==> src/rtl/gpio_input_conditioner.sv <==
// Synchronises, debounces and edge-detects NUM_CH gpio pins, and keeps sticky per-channel
// event flags that feed one maskable, registered interrupt line.
//
// state  | meaning
// STABLE | synchronised pin matches level_out, counter idle
// CHECK  | synchronised pin differs from level_out, counting stable cycles
module gpio_input_conditioner #(
    parameter int NUM_CH          = 8,
    parameter int SYNC_STAGES     = 2,
    parameter int DEBOUNCE_CYCLES = 50000,
    parameter int CNT_W           = 16
) (
    input  logic              clk,
    input  logic              rst,
    input  logic [NUM_CH-1:0] raw_in,
    input  logic [NUM_CH-1:0] rise_en,
    input  logic [NUM_CH-1:0] fall_en,
    input  logic [NUM_CH-1:0] irq_mask,
    input  logic              clear_strobe,
    input  logic [NUM_CH-1:0] clear_mask,
    output logic [NUM_CH-1:0] level_out,
    output logic [NUM_CH-1:0] rise_pulse,
    output logic [NUM_CH-1:0] fall_pulse,
    output logic [NUM_CH-1:0] pending,
    output logic              irq
);

    typedef enum logic {
        ST_STABLE = 1'b0,
        ST_CHECK  = 1'b1
    } state_t;

    localparam logic [CNT_W-1:0] CNT_LAST = CNT_W'(DEBOUNCE_CYCLES - 1);
    localparam logic [CNT_W-1:0] CNT_ONE  = CNT_W'(1);

    logic [NUM_CH-1:0] sync_q [SYNC_STAGES];
    logic [NUM_CH-1:0] s;

    state_t            state_q [NUM_CH];
    state_t            state_d [NUM_CH];
    logic [CNT_W-1:0]  cnt_q   [NUM_CH];
    logic [CNT_W-1:0]  cnt_d   [NUM_CH];
    logic [NUM_CH-1:0] accept;
    logic [NUM_CH-1:0] acc_rise;
    logic [NUM_CH-1:0] acc_fall;
    logic [NUM_CH-1:0] pending_d;

    // Pins go straight into the first flop; nothing combinational ahead of it.
    always_ff @(posedge clk or negedge rst) begin
        if (!rst) begin
            for (int k = 0; k < SYNC_STAGES; k++) sync_q[k] <= '0;
        end else begin
            sync_q[0] <= raw_in;
            for (int k = 1; k < SYNC_STAGES; k++) sync_q[k] <= sync_q[k-1];
        end
    end

    assign s = sync_q[SYNC_STAGES-1];

    always_ff @(posedge clk or negedge rst) begin
        if (!rst) begin
            for (int i = 0; i < NUM_CH; i++) begin
                state_q[i] <= ST_STABLE;
                cnt_q[i]   <= '0;
            end
        end else begin
            for (int i = 0; i < NUM_CH; i++) begin
                state_q[i] <= state_d[i];
                cnt_q[i]   <= cnt_d[i];
            end
        end
    end

    always_comb begin
        accept = '0;
        for (int i = 0; i < NUM_CH; i++) begin
            state_d[i] = state_q[i];
            cnt_d[i]   = cnt_q[i];
            case (state_q[i])
                ST_STABLE: begin
                    cnt_d[i] = '0;
                    if (s[i] != level_out[i]) begin
                        if (DEBOUNCE_CYCLES == 1) begin
                            accept[i] = 1'b1;
                        end else begin
                            state_d[i] = ST_CHECK;
                            cnt_d[i]   = CNT_ONE;
                        end
                    end
                end
                ST_CHECK: begin
                    if (s[i] == level_out[i]) begin
                        state_d[i] = ST_STABLE;
                        cnt_d[i]   = '0;
                    end else if (cnt_q[i] == CNT_LAST) begin
                        accept[i]  = 1'b1;
                        state_d[i] = ST_STABLE;
                        cnt_d[i]   = '0;
                    end else begin
                        cnt_d[i] = cnt_q[i] + CNT_ONE;
                    end
                end
                default: begin
                    state_d[i] = ST_STABLE;
                    cnt_d[i]   = '0;
                end
            endcase
        end
    end

    assign acc_rise  = accept & s;
    assign acc_fall  = accept & ~s;
    // A set in the same cycle as a clear must survive.
    assign pending_d = (acc_rise & rise_en) | (acc_fall & fall_en)
                     | (pending & ~({NUM_CH{clear_strobe}} & clear_mask));

    always_ff @(posedge clk or negedge rst) begin
        if (!rst) begin
            level_out  <= '0;
            rise_pulse <= '0;
            fall_pulse <= '0;
            pending    <= '0;
            irq        <= 1'b0;
        end else begin
            level_out  <= level_out ^ accept;
            rise_pulse <= acc_rise;
            fall_pulse <= acc_fall;
            pending    <= pending_d;
            irq        <= |(pending & irq_mask);
        end
    end

endmodule

==> config.mk <==
export PLATFORM = sky130hd
export DESIGN_NAME = gpio_input_conditioner
export DESIGN_NICKNAME = d
export VERILOG_FILES = /design/src/rtl/gpio_input_conditioner.sv
export SDC_FILE = /design/constraint.sdc
export NUM_CORES = 1
export LEC_CHECK = 0
export ABC_CLOCK_PERIOD_IN_PS = 1700
export CAP_MARGIN = 20
export CELL_PAD_IN_SITES_DETAIL_PLACEMENT = 1
export CELL_PAD_IN_SITES_GLOBAL_PLACEMENT = 2
export CORE_MARGIN = 2
export CORE_UTILIZATION = 37
export CTS_CLUSTER_DIAMETER = 150
export DETAILED_ROUTE_END_ITERATION = 8
export GPL_TIMING_DRIVEN = 0
export PLACE_DENSITY_LB_ADDON = 0.1
export SLEW_MARGIN = 40
export SYNTH_ARGS = -nofsm -noshare
export SYNTH_HDL_FRONTEND = slang
export SYNTH_SLANG_ARGS = --single-unit
==> constraint.sdc <==
create_clock -name clk -period 1.7 [get_ports clk]
set_input_delay 0.17 -clock clk [delete_from_list [all_inputs] [get_ports clk]]
set_output_delay 0.17 -clock clk [all_outputs]
set_load 0.03 [all_outputs]
==> impl_metrics.csv <==
group,metric,value,unit
timing,rsz0062_at_grt,"true",
critical_path,crit_end,"fall_pulse[7]",
routing,detail-route-antenna-nets,0,
status,status,"finished, final reports clean",
global_routing,grt_pass1_vias,6569,
critical_path,rr_worst_depth,5,
floorplan,start_util,0.380,
pwr,p_leak,4.02,nW
critical_path,rr_startpoint,"cnt_q[112]",
critical_path,cp_num_buf_inv,1,
routing,drt_wl_total,19.5,mm
logic_synthesis,ys_ff_latch,185,
critical_path,path_max_fanout,1,
critical_path,cp_data_required_time,1530,ps
critical_path,critical_path_class,"register to primary output",
routing,drt_iter0_drc,217,
logic_synthesis,synth_top_area_frac,0.555,
critical_path,r2r_slack,110,ps
logic_synthesis,syn_inst,812,
logic_synthesis,synth_top_cell_by_area,"dfrtp_1",
timing,finalSetupViolCount,0,
timing,maxSlewHeadroom,0.732,
timing,worstMarginPinSlew,402,ps
clock_tree,cts_buffer_depth,2,
timing,finalHoldViolCount,0,
critical_path,end_kind,"primary output",
logic_synthesis,yosysWarnings,0,
critical_path,arrival,1460,ps
final_layout,postLayoutCoreUtil,0.467,
floorplan,coreArea,22000,sq um
timing,clock.fmax,613,MHz
logic_synthesis,synth_edf_count,0,
place,io_buffers,74,
timing,period_minus_slack,1630,ps
timing,worst_slack,69.2,ps
logic_synthesis,async_flop_share,1.00,
logic_synthesis,synth_xor_area_frac,0.133,
critical_path,cp_cell_sequence,"clkdlybuf4s50_1",
min_path,hold_path_class,"input port to register",
critical_path,critPathMaxStageDelay,680,ps
logic_synthesis,synth_compound_gate_area_share,0.0285,
critical_path,critPathLaunch,"fall_pulse[7]",
logic_synthesis,synth_top_family_by_area,"simple AND/OR/NAND/NOR gates",
pwr,finalPower,8.91,mW
min_path,whs_path_depth,1,
clock_tree,clkTransAtPathRegs,70,ps
logic_synthesis,muxShareOfSynthArea,0.00495,
global_routing,grt_pass1_wl,33.2,mm
logic_synthesis,synthDistinctLibCells,37,
clock_tree,cts_root_buffer,"clkbuf_16",
floorplan,dieHeight,154,microns
pwr,power_density,869,nW/um^2
place,dp_cells,1168,
routing,vias,6147,
timing,maxSlewViolCount,0,
logic_synthesis,syn_nets,863,
place,finalWeightedCongestion,0.755,
clock_tree,cts_tree,"yes",
pwr,vdd_drop_max,0.575,mV
routing,routed_via_density,5.10,
final_layout,final_cells,1205,
logic_synthesis,synth_area_per_cell,10.3,sq um
critical_path,r2r-end,"level_out[0]",
final_layout,syn_to_final_growth,23.0,%
timing,skew,10.6,ps
timing,fin_crit_sh,0.959,
final_layout,final_cell_mix,"dfrtp_1, nor2_1, xnor2_1",
global_routing,grt_max_degree,76,
global_routing,track_usage,0.174,
clock_tree,clk_latency,430,ps
logic_synthesis,yosysSeqAreaShare,0.555,
clock_tree,h-tree-depth,4,
critical_path,start_kind,"register",
logic_synthesis,synthTopCellsByArea,"dfrtp_1, xnor2_1, nor2_1, nand4_1, nand2_1",
global_routing,grt-ovfl-total,0,
global_routing,antenna_found_initial,0,
floorplan,fp.dieW,154,microns
final_layout,layout_commonest_cell,"dfrtp_1",
logic_synthesis,syn_area,8340,sq um
floorplan,ios,76,
logic_synthesis,synth_ff_type,"dfrtp_1",
place,dp_hpwl,13.9,mm
floorplan,rows,54,
routing,dr.pass1.iters,4,
clock_tree,clock_sinks,185,
timing,fin_hold_ws,175,ps
clock_tree,cts_made_buffers,17,
logic_synthesis,synth_fa_ha_area_frac,0.0120,
routing,wl_per_cell,16.2,microns
final_layout,layout-drive-gt1-share,0.0919,
logic_synthesis,yosys.area_share.simple,0.240,
critical_path,cp_top_family,"buffers and inverters",
final_layout,antenna_cells,0,
job,drv_cap,0,
place,pre_cts_ws,-278,ps
floorplan,die-area,23800,sq um
critical_path,cp_num_cells,1,
final_layout,final_nets,963,
routing,drc,0,
critical_path,cp_slowest_cell,"clkdlybuf4s50_1",
[layout make-up]
| cell class | count | area [sq um] |
|---|---|---|
| timing repair buffer | 83 | 842 |
| clock buffer | 21 | 460 |
| sequential | 185 | 4640 |
| inverter | 38 | 143 |
| fill | 2385 | 11700 |
| multi-input combinational | 572 | 3610 |
| buffer | 15 | 123 |
| tap | 280 | 350 |
| clock inverter | 11 | 88.8 |
[cell families after synthesis]
| family | count (synthesis) |
|---|---|
| fa+ha+maj | 8 |
| compound gates | 39 |
| mux | 4 |
| simple gates | 394 |
| xor+xnor | 127 |
| flops | 185 |
| buf+inv | 55 |
[sequential cells by signal (all words and copies together), names as in the netlist]
| register | count |
|---|---|
| irq | 1 |
| cnt_q | 128 |
| level_out | 8 |
| rise_pulse | 8 |
| s | 8 |
| pending | 8 |
| sync_q | 8 |
| state_q | 8 |
| fall_pulse | 8 |
[metal layers]
metal | global-route usage | vias up | share of wire
met3 | 0.0321 | 12 | 0.022
met5 | 0 | - | 0
met4 | 0.0498 | 0 | 0.010
met1 | 0.233 | 3096 | 0.48
li1 | - | 2973 | -
met2 | 0.292 | 66 | 0.49
[metrics by stage]
stage          setup TNS [ps]  instance area [sq um]
3_3_place_gp         -1349800                   9430
2_1_floorplan               0                   8340
3_5_place_dp            -9090                   9490
5_1_grt                 -63.3                  10300
6_report                    0                  10300
4_1_cts                     0                  10100
[cell usage after synthesis, drive strengths merged, types with 2 or more instances]
| cell type | number |
|---|---|
| buf | 11 |
| mux2i | 3 |
| ha | 8 |
| clkbuf | 6 |
| o22ai | 8 |
| nor2 | 149 |
| or2 | 9 |
| a31o | 2 |
| nand2b | 10 |
| inv | 38 |
| and3 | 8 |
| nor4bb | 14 |
| nand2 | 49 |
| nand3 | 36 |
| nor4 | 29 |
| nor4b | 7 |
| nor3 | 32 |
| dfrtp | 185 |
| a22oi | 9 |
| xor2 | 21 |
| nand4 | 42 |
| o21ai | 16 |
| xnor2 | 106 |
| and2 | 2 |
| a21oi | 3 |
| and4 | 3 |
[report_power, final]
part	switching (mW)	internal [mW]	total, mW
combinational	0.314	0.262	0.575
clock	1.76	1.97	3.73
sequential	0.106	4.50	4.60
total	2.18	6.73	8.91
[timing repair]
action,4_1_cts,5_1_grt
hold endpoints to repair,53,0
endpoints found under the setup margin,105,98
gates resized for setup,27,39
hold buffers,1,0
pin swaps,0,5
setup buffers,1,5
[how the worst min path moves through the flow]
stage / from / to
after floorplan: rst / cnt_q[0]
after global placement: sync_q[15] / s[7]
after detailed placement: rst / cnt_q[120]
after CTS: raw_in[3] / sync_q[11]
after global routing: raw_in[7] / sync_q[15]
final: raw_in[3] / sync_q[11]
Power figures use the tool's default switching activity.
